## src/rtl/seg_pkg.sv

```systemverilog
// Shared types and constants for seven-segment display blocks.
// Latency: n/a (package only).
// Backpressure: n/a.
package seg_pkg;

    typedef enum logic [1:0] {
        IDLE  = 2'd0,
        BLANK = 2'd1,
        SHOW  = 2'd2
    } state_t;

    localparam logic [6:0] SEG_BLANK = 7'h7F;

    // Active-low abcdefg patterns, bit 6 = a, indexed by hex value.
    localparam logic [6:0] HEX_SEG [16] = '{
        7'b0000001, 7'b1001111, 7'b0010010, 7'b0000110,
        7'b1001100, 7'b0100100, 7'b0100000, 7'b0001111,
        7'b0000000, 7'b0000100, 7'b0001000, 7'b1100000,
        7'b0110001, 7'b1000010, 7'b0110000, 7'b0111000
    };

endpackage

```

## src/rtl/seg_hex_decode.sv

```systemverilog
// Hex nibble to active-low seven-segment pattern decoder.
// Latency: combinational, zero cycles.
// Backpressure: none.
module seg_hex_decode
    import seg_pkg::*;
(
    input  logic [3:0] nib,
    output logic [6:0] seg_n
);

    assign seg_n = HEX_SEG[nib];

endmodule

```

## src/rtl/seg_scan_ctrl.sv

```systemverilog
// Multiplexed seven-segment scan controller with blanking gaps; SEG_LEADING_ZERO_BLANK_EN blanks leading zeros.
// Latency: all outputs registered, one cycle from state decision to pins.
// Backpressure: upd_ready low while a pending frame waits for the next frame boundary.
module seg_scan_ctrl
    import seg_pkg::*;
#(
    parameter int NUM_DIGITS   = 4,
    parameter int SCAN_DIV     = 50000,
    parameter int BLANK_CYCLES = 16
) (
    input  logic                          clk,
    input  logic                          rst_n,
    input  logic                          enable,
    input  logic                          upd_valid,
    output logic                          upd_ready,
    input  logic [4*NUM_DIGITS-1:0]       upd_data,
    output logic [6:0]                    seg_n,
    output logic [NUM_DIGITS-1:0]         an_n,
    output logic [$clog2(NUM_DIGITS)-1:0] digit_idx,
    output logic                          frame_done
);

    localparam int IDXW    = $clog2(NUM_DIGITS);
    localparam int CNT_MAX = (SCAN_DIV > BLANK_CYCLES) ? SCAN_DIV : BLANK_CYCLES;
    localparam int CNTW    = $clog2(CNT_MAX + 1);

    localparam logic [CNTW-1:0] SHOW_LAST  = CNTW'(SCAN_DIV - 1);
    localparam logic [CNTW-1:0] BLANK_LAST = CNTW'(BLANK_CYCLES - 1);
    localparam logic [IDXW-1:0] IDX_LAST   = IDXW'(NUM_DIGITS - 1);

    state_t                        state_q, state_d;
    logic [IDXW-1:0]               idx_q, idx_d;
    logic [CNTW-1:0]               cnt_q, cnt_d;
    logic [NUM_DIGITS-1:0][3:0]    active_q, active_d;
    logic [NUM_DIGITS-1:0][3:0]    pend_q, pend_d;
    logic                          pend_v_q, pend_v_d;
    logic                          fd_d;
    logic                          commit;
    logic [6:0]                    seg_d;
    logic [6:0]                    dec_seg;
    logic [NUM_DIGITS-1:0]         an_d;

    assign upd_ready = ~pend_v_q;
    assign digit_idx = idx_q;

    always_comb begin
        state_d  = state_q;
        idx_d    = idx_q;
        cnt_d    = cnt_q;
        fd_d     = 1'b0;
        commit   = 1'b0;
        active_d = active_q;
        pend_d   = pend_q;
        pend_v_d = pend_v_q;

        if (!enable) begin
            state_d = IDLE;
            idx_d   = '0;
            cnt_d   = '0;
        end else begin
            case (state_q)
                IDLE: begin
                    state_d = BLANK;
                    cnt_d   = '0;
                end
                BLANK: begin
                    if (cnt_q == BLANK_LAST) begin
                        state_d = SHOW;
                        cnt_d   = '0;
                    end else begin
                        cnt_d = cnt_q + 1'b1;
                    end
                end
                SHOW: begin
                    if (cnt_q == SHOW_LAST) begin
                        state_d = BLANK;
                        cnt_d   = '0;
                        if (idx_q == IDX_LAST) begin
                            idx_d  = '0;
                            fd_d   = 1'b1;
                            commit = 1'b1;
                        end else begin
                            idx_d = idx_q + 1'b1;
                        end
                    end else begin
                        cnt_d = cnt_q + 1'b1;
                    end
                end
                default: state_d = IDLE;
            endcase
        end

        // A dark display has no frame to tear, so pending data may land at once.
        if (state_q == IDLE) begin
            commit = 1'b1;
        end

        if (commit && pend_v_q) begin
            active_d = pend_q;
            pend_v_d = 1'b0;
        end

        // Capture keys off the registered flag, so it never overlaps a commit.
        if (upd_valid && !pend_v_q) begin
            pend_d   = upd_data;
            pend_v_d = 1'b1;
        end
    end

    seg_hex_decode u_dec (
        .nib   (active_d[idx_d]),
        .seg_n (dec_seg)
    );

`ifdef SEG_LEADING_ZERO_BLANK_EN
    logic [NUM_DIGITS-1:0] lz_blank;
    logic                  nz_seen;

    always_comb begin
        lz_blank = '0;
        nz_seen  = 1'b0;
        for (int k = NUM_DIGITS - 1; k >= 1; k--) begin
            nz_seen     = nz_seen | (active_d[k] != 4'h0);
            lz_blank[k] = ~nz_seen;
        end
    end
`endif

    always_comb begin
        seg_d = SEG_BLANK;
        an_d  = '1;
        if (state_d == SHOW) begin
            an_d[idx_d] = 1'b0;
            seg_d       = dec_seg;
`ifdef SEG_LEADING_ZERO_BLANK_EN
            if (lz_blank[idx_d]) begin
                seg_d = SEG_BLANK;
            end
`endif
        end
    end

    always_ff @(posedge clk or negedge rst_n) begin
        if (!rst_n) begin
            state_q    <= IDLE;
            idx_q      <= '0;
            cnt_q      <= '0;
            active_q   <= '0;
            pend_q     <= '0;
            pend_v_q   <= 1'b0;
            seg_n      <= SEG_BLANK;
            an_n       <= '1;
            frame_done <= 1'b0;
        end else begin
            state_q    <= state_d;
            idx_q      <= idx_d;
            cnt_q      <= cnt_d;
            active_q   <= active_d;
            pend_q     <= pend_d;
            pend_v_q   <= pend_v_d;
            seg_n      <= seg_d;
            an_n       <= an_d;
            frame_done <= fd_d;
        end
    end

endmodule

```

## config.mk

```make
export PLATFORM = sky130hd
export DESIGN_NAME = seg_scan_ctrl
export DESIGN_NICKNAME = d
export VERILOG_FILES = /design/src/rtl/seg_pkg.sv /design/src/rtl/seg_hex_decode.sv /design/src/rtl/seg_scan_ctrl.sv
export SDC_FILE = /design/constraint.sdc
export NUM_CORES = 1
export LEC_CHECK = 0
export ABC_AREA = 1
export CORE_ASPECT_RATIO = 0.7
export CORE_MARGIN = 5
export CORE_UTILIZATION = 45
export DETAILED_ROUTE_END_ITERATION = 16
export PLACE_DENSITY = 0.65
export SLEW_MARGIN = 15
export SYNTH_ARGS = -nofsm -noshare
export SYNTH_HDL_FRONTEND = slang
export SYNTH_SLANG_ARGS = --single-unit
```

## constraint.sdc

```tcl
create_clock -name clk -period 3.05 [get_ports clk]
set_input_delay 0.61 -clock clk [delete_from_list [all_inputs] [get_ports clk]]
set_output_delay 0.61 -clock clk [all_outputs]
set_load 0.1 [all_outputs]
```

==> flow_summary.json, run 1 <==
{
  "drt-initial-drc-count": 121,
  "max_slew_margin_pct": 46.9,
  "vias": 2631,
  "synthesis.instances": 411,
  "cts.hold.buffers_added": 0,
  "start_kind": "register",
  "status": "completed",
  "fmax_mhz": 369,
  "hold_class": "in2async",
  "post-cts-setup-buffers": 0,
  "cts-htree-levels": 3,
  "syn-cell-area_sq_mm": 0.00346,
  "cts_resized": 0,
  "critPathMaxFanout": 6,
  "drtAntennaViolNets": 0,
  "synth_edf_count": 0,
  "synth_top_cell_by_area": "dfrtp_1",
  "wl_per_cell_um": 12.4,
  "regToRegSetupSlack_ns": 0.34,
  "reg2regPathDepth": 17,
  "totalWireLength_um": 6870,
  "grt_setup_unrepaired": "no",
  "final-setup-viol-count": 0,
  "layout-drive-gt1-share_pct": 21.0,
  "grt_use_total_pct": 15.9,
  "maxCapViolCount": 0,
  "period_share_pct": 88.8,
  "synth_warnings": 0,
  "cp.required_ns": 3.32,
  "rows": 26,
  "core_sq_mm": 0.00738,
  "power.leakage_nw": 1.93,
  "seq_area_frac_synth_pct": 47.4,
  "grt_max_degree": 66,
  "synth_top_area_share_pct": 39.0,
  "place.gp.congestion": 0.882,
  "synth_top_flop_cell": "dfrtp_1",
  "gr-total-overflow": 0,
  "path_clk_slew_ns": 0.08,
  "grt_pass1_wl_um": 12300,
  "clock_latency_ns": 0.34,
  "clock_path_buffers": 2,
  "startpoint": "cnt_q[0]$_DFFE_PN0P_",
  "dp_hpwl_um": 5190,
  "arrival_ns": 2.98,
  "ir_worst_vdd_mv": 0.290,
  "initial_core_util_pct": 46.9,
  "holdWs_ns": 0.431,
  "drt-vias-per-instance": 4.73,
  "cts_tree": "built",
  "r2r_start": "cnt_q[0]$_DFFE_PN0P_",
  "clock_sinks": 65,
  "period_needed_ns": 2.71,
  "die_area_sq_mm": 0.00958,
  "drc": 0,
  "cts_buffers": 9,
  "skew_ns": 0.00550,
  "firstDrtPassIters": 4,
  "path_class": "reg2reg",
  "tightest_slew_ns": 0.797,
  "n_fill_cell": 667,
  "antenna_cells": 0,
  "syn_avg_cell_area_sq_um": 8.43,
  "hold_viol": 0,
  "portBuffers": 34,
  "fin_nets": 485,
  "synth_area_leaders": "dfrtp_1 39%, nand2_1 10%, dfstp_2 8.3%",
  "clockRootBuffer": "clkbuf_8",
  "ys_types": 36,
  "slew_violations": 0,
  "post-route-util_pct": 55.2,
  "endpoint_kind": "register",
  "area_growth_pct": 17.7,
  "synth.ff_latch_count": 65,
  "antenna_found_initial": 0,
  "fp.dieH_um": 83.4,
  "fin_setup_tns_ns": 0,
  "synth_nets": 443,
  "synth-async-reset-ratio_pct": 100,
  "die_x_um": 115,
  "power_density_mw_per_mm2": 576,
  "grt_pass1_vias": 2607,
  "ioPinCount": 35
}
## per-stage QoR
step,area [sq um],instances,total power [W],worst slack (ns)
floorplan,3460,411,0.00145,0.179
global placement,3870,540,0.00158,0.123
detailed placement,3870,540,0.00159,0.0773
CTS,4080,556,0.00237,0.332
global route,4080,556,0.00250,0.0122
finish,4080,556,0.00235,0.343
## kinds of logic after synthesis
group	count (synthesis)	synth area share (%)
DFF	65	47.4
xor gates and xnor gates	2	0.506
buffers and inverters	70	8.06
and+or+nand+nor	217	30.9
muxes	9	2.93
adders and majority gates	12	4.34
AOI/OAI and AO/OA	36	5.92
## power breakdown
group	internal (W)	leakage, nW	switching (W)	total [W]
registers	0.000978	0.785	0.0000475	0.00103
clock network	0.000394	0.103	0.000380	0.000775
logic	0.000200	1.05	0.000347	0.000547
## flip-flops by register name (all words and copies together), names as in the netlist
name        count
active_q       16
cnt_q          16
pend_q         16
seg_n           7
an_n            4
digit_idx       2
state_q         2
frame_done      1
pend_v_q        1
## final cells by class
| cell class | count | area [sq um] | share of cell area, % |
|---|---|---|---|
| Clock buffer | 9 | 124 | 3.04 |
| Clock inverter | 7 | 83.8 | 2.06 |
| Inverter | 64 | 241 | 5.92 |
| Multi-Input combinational cell | 276 | 1540 | 37.9 |
| Sequential cell | 65 | 1640 | 40.2 |
| Tap cell | 98 | 123 | 3.01 |
| Timing Repair Buffer | 37 | 320 | 7.86 |
## critical path, stage by stage (launching register included)
cell     delay [ns]
dfrtp_1        0.39
ha_1           0.21
nand3_1        0.16
nor2_2         0.28
nand3_1        0.15
nand2_1        0.10
nand3_1        0.14
nand2_2        0.15
inv_1          0.10
nand2_1        0.09
nand2_2        0.08
nor2_4         0.16
inv_2          0.07
ha_1           0.24
inv_1          0.08
nand3_1        0.08
nand3_1        0.09
nand3_1        0.07
## cell usage after synthesis, types with 2 or more instances
| master | count |
|---|---|
| a211oi_1 | 3 |
| nand2_8 | 2 |
| mux2_2 | 9 |
| nand2_4 | 2 |
| nand4_1 | 6 |
| nor2_4 | 8 |
| nor2_2 | 5 |
| nor3_1 | 5 |
| inv_2 | 2 |
| dfstp_2 | 11 |
| inv_1 | 59 |
| clkbuf_1 | 3 |
| clkinv_1 | 2 |
| nand2_2 | 18 |
| xnor2_1 | 2 |
| o21ai_1 | 2 |
| a21oi_1 | 17 |
| nand2_1 | 96 |
| nor4_1 | 2 |
| nand3_1 | 32 |
| ha_1 | 12 |
| dfrtp_1 | 54 |
| a31oi_1 | 2 |
| nor2_1 | 38 |
| o21ai_0 | 7 |
| buf_4 | 2 |
## placed cells by master (no fill, tap or decap), types with 2 or more instances in the layout
cell and n:
a211oi_1 3, dfrtp_1 54, nand4_1 6, o21ai_1 2, dfstp_2 11, ha_1 12, nand2_4 2, nand2_8 2
a21oi_1 17, clkinv_1 2, nor4_1 2, nor3_1 5, nor2_4 8, clkbuf_8 9, nand2_1 96, clkdlybuf4s50_1 18
nor2_1 38, inv_2 2, xnor2_1 2, mux2_2 9, o21ai_0 7, inv_6 4, nand3_1 32, buf_4 18
inv_1 59, nand2_2 18, a31oi_1 2, nor2_2 5
## worst paths after layout
check	to
max	seg_n[3]$_DFF_PN1_
max in group asynchronous	state_q[0]$_DFF_PN0_
min reg2reg	active_q[8]$_DFF_PN0_
max reg2reg	seg_n[3]$_DFF_PN1_
min in group clk	active_q[8]$_DFF_PN0_
min	pend_q[2]$_DFFE_PN0P_
## routing by layer
layer  routed length (um)  vias up  GRT usage (%)  share of wire [%]
met5                    0        -              0                  0
met2                 2690       66           20.5                 39
met3                  331        4           5.45                4.8
li1                     -     1385              -                  -
met1                 3790     1176           24.3                 55
met4                   66        0           5.12               0.96
No activity file was read; power rests on OpenSTA's default activity.
==> run 2, diff against run 1 <==
- CORE_MARGIN: 5 -> 10
==> run 2 against run 1 <==
Compared with the run above:
- count of clock-buffer cells in the layout grew 3
- combinational power grew 1%
- largest cell class unchanged
- cell count is the same
- largest power group unchanged
- final area grew 0.31%
- via count grew 2.4%
- global-route usage shrank 2.5 points
- die area grew 22%
- critical endpoint unchanged
- register-to-register slack gained 0.05 ns
- wire length grew 4.7%
- sequential share of layout area shrank 0.12 points
==> flow_summary.json, run 2 (same netlist as run 1, synthesis figures left out) <==
{
  "period_needed_ns": 2.66,
  "status": "completed",
  "fin_nets": 485,
  "slew_violations": 0,
  "core_sq_mm": 0.00738,
  "grt_pass1_vias": 2711,
  "firstDrtPassIters": 4,
  "totalWireLength_um": 7200,
  "tightest_slew_ns": 0.783,
  "layout-drive-gt1-share_pct": 20.5,
  "seq_area_sq_mm": 0.00164,
  "skew_ns": 0.0117,
  "arrival_ns": 2.92,
  "place.gp.congestion": 0.856,
  "fmax_mhz": 376,
  "fp.dieH_um": 93.4,
  "clock_path_buffers": 2,
  "period_share_pct": 87.1,
  "n_fill_cell": 686,
  "drt-initial-drc-count": 164,
  "grt_setup_unrepaired": "no",
  "path_clk_slew_ns": 0.07,
  "final_common_cell": "nand2_1",
  "die_x_um": 125,
  "ioPinCount": 35,
  "regToRegSetupSlack_ns": 0.39,
  "endpoint_kind": "register",
  "final_cell_mix": "96 x nand2_1, 59 x inv_1, 54 x dfrtp_1",
  "dp_hpwl_um": 5500,
  "grt_pass1_wl_um": 13100,
  "path_class": "reg2reg",
  "antenna_cells": 0,
  "rows": 26,
  "fin_area_sq_mm": 0.00409,
  "cts_resized": 0,
  "max_slew_margin_pct": 47.7,
  "drc": 0,
  "final-setup-viol-count": 0,
  "critPathMaxFanout": 6,
  "initial_core_util_pct": 46.9,
  "drt-vias-per-instance": 4.85,
  "multi_input_area_sq_mm": 0.00155,
  "maxCapViolCount": 0,
  "die_area_sq_mm": 0.0117,
  "wl_per_cell_um": 12.9,
  "fin_setup_tns_ns": 0,
  "ir_worst_vdd_mv": 0.311,
  "cp.required_ns": 3.31,
  "area_growth_pct": 18.1,
  "power_density_mw_per_mm2": 579,
  "placed_cell_area_sq_mm": 0.00388,
  "power.leakage_nw": 1.94,
  "vias": 2695,
  "clockRootBuffer": "clkbuf_8",
  "clock_latency_ns": 0.35,
  "portBuffers": 34,
  "cts_buffers": 9,
  "post-cts-setup-buffers": 0,
  "start_kind": "register",
  "hold_class": "in2async",
  "grt_max_degree": 38,
  "pre_cts_ws_ns": 0.0949,
  "grt_use_total_pct": 13.4,
  "top_regs": "active_q (16), cnt_q (16), pend_q (16)",
  "clock_sinks": 65,
  "finalWorstSetupSlack_ns": 0.394,
  "gr-total-overflow": 0,
  "cts_tree": "built",
  "cts-htree-levels": 3,
  "antenna_found_initial": 0,
  "cts.hold.buffers_added": 0,
  "drtAntennaViolNets": 0,
  "hold_viol": 0
}
[run 2: path summary, 6_finish.rpt]
kind	cells after the start	endpoint	from
hold reg to reg	2	active_q[13]$_DFF_PN0_	active_q[13]$_DFF_PN0_
setup / recovery	17	seg_n[3]$_DFF_PN1_	cnt_q[0]$_DFFE_PN0P_
max in group asynchronous	2	active_q[10]$_DFF_PN0_	rst_n
min in group clk	2	active_q[13]$_DFF_PN0_	active_q[13]$_DFF_PN0_
hold / removal	1	cnt_q[2]$_DFFE_PN0P_	rst_n
setup reg to reg	17	seg_n[3]$_DFF_PN1_	cnt_q[0]$_DFFE_PN0P_
[run 2: per-stage QoR]
step                      util, %  power, W  instances  hold WS [ns]
after floorplan                 -   0.00145        411         0.314
after global placement       52.6   0.00159        540         0.465
after detailed placement     52.6   0.00159        540         0.462
after CTS                    55.3   0.00239        556         0.304
after global routing         55.4   0.00253        556         0.340
final                        55.4   0.00237        556         0.296
[run 2: power breakdown]
part           internal (W)  switching (W)
clock network      0.000458       0.000323
registers          0.000979      0.0000515
logic              0.000203       0.000350
total               0.00164       0.000725
[run 2: layout make-up]
class	count	area share, %
repair buffers	37	8.14
well taps	98	3.00
multi-input cells	276	37.8
clock inverters	4	1.71
clock buffers	12	3.30
inverters	64	5.91
flip-flops and latches	65	40.1
[run 2: routing by layer]
layer	wire, um	global-route usage, %	vias up
met5	0	0	-
met4	62	4.21	0
met3	476	4.74	11
met2	2770	18.5	73
met1	3890	19.0	1234
li1	-	-	1377
[run 2: worst max-delay path, cell delays in order, from the launching register on]
cell,delay (ns)
dfrtp_1,0.39
ha_1,0.21
nand3_1,0.16
nor2_2,0.27
nand3_1,0.14
nand2_1,0.09
nand2_1,0.08
nor2_4,0.15
nor2_1,0.13
nand2_2,0.09
nand2_2,0.06
nor2_4,0.18
inv_2,0.07
ha_1,0.24
inv_1,0.08
nand3_1,0.08
nand3_1,0.08
nand3_1,0.08
